### src/rtl/sha2_sigma_cfu.sv
// rtl/sha2_sigma_cfu.sv - pipelined SHA-2 Sum0/Sum1/sigma0/sigma1 custom-function unit
// Optional performance counters: define SHA2_SIGMA_CFU_PERF_EN.
module sha2_sigma_cfu #(
  parameter int XLEN        = 32,
  parameter int PIPE_STAGES = 1,
  parameter int ID_W        = 4
) (
  input  logic            clk,
  input  logic            rst,
  input  logic            req_valid,
  output logic            req_ready,
  input  logic [1:0]      req_func,
  input  logic [XLEN-1:0] req_data0,
  input  logic [ID_W-1:0] req_id,
  output logic            resp_valid,
  input  logic            resp_ready,
  output logic [XLEN-1:0] resp_data,
  output logic [ID_W-1:0] resp_id,
  output logic            busy
`ifdef SHA2_SIGMA_CFU_PERF_EN
  ,
  output logic [31:0]     perf_req_cnt,
  output logic [31:0]     perf_stall_cnt
`endif
);

  generate
    if (XLEN != 32 && XLEN != 64) begin : g_bad_xlen
      $error("sha2_sigma_cfu: XLEN must be 32 or 64");
    end
    if (PIPE_STAGES < 1 || PIPE_STAGES > 3) begin : g_bad_stages
      $error("sha2_sigma_cfu: PIPE_STAGES must be 1..3");
    end
  endgenerate

  localparam bit W64 = (XLEN == 64);

  localparam int S0_A = W64 ? 28 : 2;
  localparam int S0_B = W64 ? 34 : 13;
  localparam int S0_C = W64 ? 39 : 22;
  localparam int S1_A = W64 ? 14 : 6;
  localparam int S1_B = W64 ? 18 : 11;
  localparam int S1_C = W64 ? 41 : 25;
  localparam int G0_A = W64 ? 1  : 7;
  localparam int G0_B = W64 ? 8  : 18;
  localparam int G0_C = W64 ? 7  : 3;
  localparam int G1_A = W64 ? 19 : 17;
  localparam int G1_B = W64 ? 61 : 19;
  localparam int G1_C = W64 ? 6  : 10;

  function automatic logic [XLEN-1:0] ror(input logic [XLEN-1:0] x, input int n);
    return (x >> n) | (x << (XLEN - n));
  endfunction

  logic                  stall;
  logic                  accept;
  logic                  run_q;
  logic [XLEN-1:0]       f_result;
  logic [PIPE_STAGES-1:0] st_valid;
  logic [XLEN-1:0]       st_data [PIPE_STAGES];
  logic [ID_W-1:0]       st_id   [PIPE_STAGES];

  assign resp_valid = st_valid[PIPE_STAGES-1];
  assign resp_data  = st_data[PIPE_STAGES-1];
  assign resp_id    = st_id[PIPE_STAGES-1];
  assign busy       = |st_valid;
  assign stall      = resp_valid && !resp_ready;
  assign req_ready  = run_q && !stall;
  assign accept     = req_valid && req_ready;

  always_comb begin
    f_result = '0;
    case (req_func)
      2'd0:    f_result = ror(req_data0, S0_A) ^ ror(req_data0, S0_B) ^ ror(req_data0, S0_C);
      2'd1:    f_result = ror(req_data0, S1_A) ^ ror(req_data0, S1_B) ^ ror(req_data0, S1_C);
      2'd2:    f_result = ror(req_data0, G0_A) ^ ror(req_data0, G0_B) ^ (req_data0 >> G0_C);
      default: f_result = ror(req_data0, G1_A) ^ ror(req_data0, G1_B) ^ (req_data0 >> G1_C);
    endcase
  end

  // Keeps req_ready low until the first edge after reset release.
  always_ff @(posedge clk or negedge rst) begin
    if (!rst) begin
      run_q <= 1'b0;
    end else begin
      run_q <= 1'b1;
    end
  end

  // Whole pipe advances together; any stall freezes every stage.
  always_ff @(posedge clk or negedge rst) begin
    if (!rst) begin
      st_valid <= '0;
      for (int k = 0; k < PIPE_STAGES; k++) begin
        st_data[k] <= '0;
        st_id[k]   <= '0;
      end
    end else if (!stall) begin
      st_valid[0] <= accept;
      if (accept) begin
        st_data[0] <= f_result;
        st_id[0]   <= req_id;
      end
      for (int k = 1; k < PIPE_STAGES; k++) begin
        st_valid[k] <= st_valid[k-1];
        st_data[k]  <= st_data[k-1];
        st_id[k]    <= st_id[k-1];
      end
    end
  end

`ifdef SHA2_SIGMA_CFU_PERF_EN
  always_ff @(posedge clk or negedge rst) begin
    if (!rst) begin
      perf_req_cnt   <= '0;
      perf_stall_cnt <= '0;
    end else begin
      if (accept) perf_req_cnt <= perf_req_cnt + 32'd1;
      if (stall)  perf_stall_cnt <= perf_stall_cnt + 32'd1;
    end
  end
`endif

endmodule

### config.mk
export PLATFORM = sky130hd
export DESIGN_NAME = sha2_sigma_cfu
export DESIGN_NICKNAME = d
export VERILOG_FILES = /design/src/rtl/sha2_sigma_cfu.sv
export SDC_FILE = /design/constraint.sdc
export NUM_CORES = 1
export LEC_CHECK = 0
export CORE_MARGIN = 1
export CORE_UTILIZATION = 26
export DETAILED_ROUTE_END_ITERATION = 7
export GPL_ROUTABILITY_DRIVEN = 0
export PLACE_DENSITY = 0.49
export SYNTH_ARGS = -nofsm -noshare
export SYNTH_HDL_FRONTEND = slang
export SYNTH_SLANG_ARGS = --single-unit
### constraint.sdc
create_clock -name clk -period 1.18 [get_ports clk]
set_input_delay 0.295 -clock clk [delete_from_list [all_inputs] [get_ports clk]]
set_output_delay 0.295 -clock clk [all_outputs]
set_load 0.1 [all_outputs]
==> impl_metrics.tcl <==
set metrics [dict create \
    status "finished with violations" \
    violations "negative setup slack" \
    layout_min_cycle_time_ns 1.54 \
    cts_sinks 38 \
    ys_ff_latch 38 \
    reg2reg_setup_slack_ns -0.17 \
    max_cap_viol_count 0 \
    grt_max_degree 39 \
    drive_above_1_share 0.442 \
    portBuffers 80 \
    use_met3 0.0324 \
    timing.rr.end "resp_data[25]" \
    grt_pass1_wl_um 24300 \
    syn_to_final_growth_pct 76.6 \
    io_pins 81 \
    grt_use_met1 0.256 \
    max_stage_delay_ns 0.49 \
    cp.arrival_ns 1.24 \
    drt_iter0_markers 332 \
    fmaxAchievable_mhz 650 \
    dp.cells 823 \
    stdcell_count 880 \
    cp.depth 4 \
    final_cell_mix "xnor2_1, buf_4, buf_12" \
    vias 4194 \
    crit_type "reg2out" \
    worst-r2r-cell-count 8 \
    grt_pass1_vias 4232 \
    power_density_nw_per_um2 1280 \
    cts_inserted_buffers 5 \
    clockRootBuffer "clkbuf_16" \
    critical_path.top_delay_family "flip-flops" \
    avgViaCountPerCell 4.77 \
    met2_usage 0.322 \
    yosysTopAreaCellShare 0.389 \
    fin_skew_ns 0.00779 \
    grt_use_total 0.197 \
    wirelength_um 15800 \
    final_common_cell "xnor2_1" \
    ys_seq_area_frac 0.228 \
    endpoint_kind "output pin" \
    tightest_slew_ns 0.575 \
    row_count 45 \
    fin_nets 710 \
    p_leak_nw 3.01 \
    dp_slack_ns -0.880 \
    clockBufferDepth 2 \
    hp-class "in2async" \
    core_region_area_um2 15400 \
    ir_worst_vdd_mv 0.521 \
    fin_crit_sh 1.30 \
    yosys_warnings 0 \
    netlist_area_um2 4170 \
    timing.final.max_slew_violations 0 \
    tritoncts "built" \
    path_clk_slew_ns 0.06 \
    fillers 1457 \
    cts_max_level 2 \
    gr-total-overflow 0 \
    die_area_um2 16500 \
    hold_slack_ns 0.497 \
    diodes 0 \
    place_hpwl_um 11900 \
    syn_area_per_cell_um2 9.00 \
    worstReg2RegStart "busy" \
    setup_viol 57 \
    critPathLaunchType "register" \
    initial_utilization 0.270 \
    cp.required_ns 0.88 \
    post_drt_wl_per_cell_um 18.0 \
    endpoint "req_ready" \
    die_h_um 129 \
    worst_slack_ns -0.359 \
    synth_cells 463 \
    antenna_found_initial 0 \
    firstDrtPassIters 5 \
    crit_slowest_cell "dfrtp_4" \
    rsz0062_at_grt "yes" \
    remaining_drc_errors 0 \
    synth.distinct_cells 27 \
    insertion_delay_ns 0.30 \
    detail-route-antenna-nets 0 \
    synthTopCellsByArea "xnor2_1, dfrtp_1, a22oi_1" \
    crit_chain "nand2b_4 -> buf_6 -> and2_4 -> buf_12" \
    grt-busiest-layer "met2" \
    die_w_um 129 \
    critPathLaunch "busy" \
    cp_max_fo 2 \
    hold_violations 0 \
    syn_nets 505 \
    max_slew_margin 0.617 \
    synth_largest_area_cell "xnor2_1" \
    path_buf_inv 2 \
]
[cells in the mapped netlist, drive strengths merged]
| library cell | instances |
|---|---|
| a22oi | 44 |
| xor2 | 13 |
| and3 | 1 |
| a31oi | 22 |
| nor2 | 26 |
| dfrtp | 38 |
| nand3 | 1 |
| conb | 1 |
| o21a | 3 |
| xnor2 | 189 |
| a222oi | 7 |
| nand2 | 24 |
| xnor3 | 3 |
| nor2b | 4 |
| mux2i | 4 |
| nand2b | 4 |
| and2 | 2 |
| and2b | 1 |
| buf | 45 |
| a221oi | 3 |
| clkbuf | 8 |
| o21ai | 20 |
[metal layers]
layer | vias to the layer above | share of wire | wire (um)
li1 | 1966 | - | -
met1 | 2019 | 0.43 | 6740
met2 | 174 | 0.49 | 7690
met3 | 35 | 0.058 | 919
met4 | 0 | 0.031 | 490
met5 | - | 0 | 0
[report_power, final]
part / switching [W] / total (W) / leakage (nW) / internal (W)
Clock: 0.000599 / 0.00144 / 0.0729 / 0.000838
Combinational: 0.00347 / 0.00612 / 2.51 / 0.00265
Sequential: 0.000294 / 0.00189 / 0.421 / 0.00160
Total: 0.00437 / 0.00945 / 3.01 / 0.00508
[cell type report]
cell class | count | area [um^2] | area share
Sequential cell | 38 | 980 | 0.133
Timing Repair Buffer | 251 | 2800 | 0.380
Multi-Input combinational cell | 372 | 3170 | 0.431
Tap cell | 211 | 264 | 0.0359
Clock inverter | 2 | 12.5 | 0.00170
Clock buffer | 6 | 139 | 0.0189
[metrics by stage]
stage	total power, W	cell area [um^2]	util	TNS (ns)
6_report	0.00945	7360	0.477	-5.72
5_1_grt	0.00980	7360	0.477	-8.79
4_1_cts	0.00943	7270	0.471	-5.27
3_5_place_dp	0.00762	6420	0.416	-24.88
3_3_place_gp	0.00760	6420	0.416	-24.20
2_1_floorplan	0.00538	4260	-	-9.81
[tightest hold or removal path: stages]
cell and delay [ns]:
dlygate4sd3_1 0.52, buf_2 0.12, buf_12 0.22
[worst min path at each step]
stage / end / start / cells after the start
2_1_floorplan: resp_data[0] / rst / 0
3_3_place_gp: resp_id[1] / rst / 2
3_5_place_dp: resp_id[0] / rst / 2
4_1_cts: resp_id[0] / rst / 3
5_1_grt: resp_id[0] / rst / 3
6_report: resp_id[1] / rst / 3
[kinds of logic (layout without fill, tap and decap cells)]
kind of cell,after synthesis,in the layout,synth area share
AOI/OAI and AO/OA,99,99,0.165
xor gates and xnor gates,205,205,0.448
buffers and inverters,53,259,0.0838
DFF,38,38,0.228
muxes,4,4,0.00961
other,1,1,0.000900
and+or+nand+nor,63,63,0.0646
[sequential cells by signal (all words and copies together) (netlist names)]
name,flops
resp_id,4
run_q,1
busy,1
resp_data,32
[timing repair]
| item | CTS | global route |
|---|---|---|
| endpoints found under the setup margin | 70 | 74 |
| endpoints found under the hold margin | 38 | 0 |
| resized for setup | 136 | 9 |
| pin swaps | 37 | 6 |
| setup buffers | 41 | 7 |
| hold buffers | 1 | 0 |
Note: power is estimated with default switching activity, not from simulation.
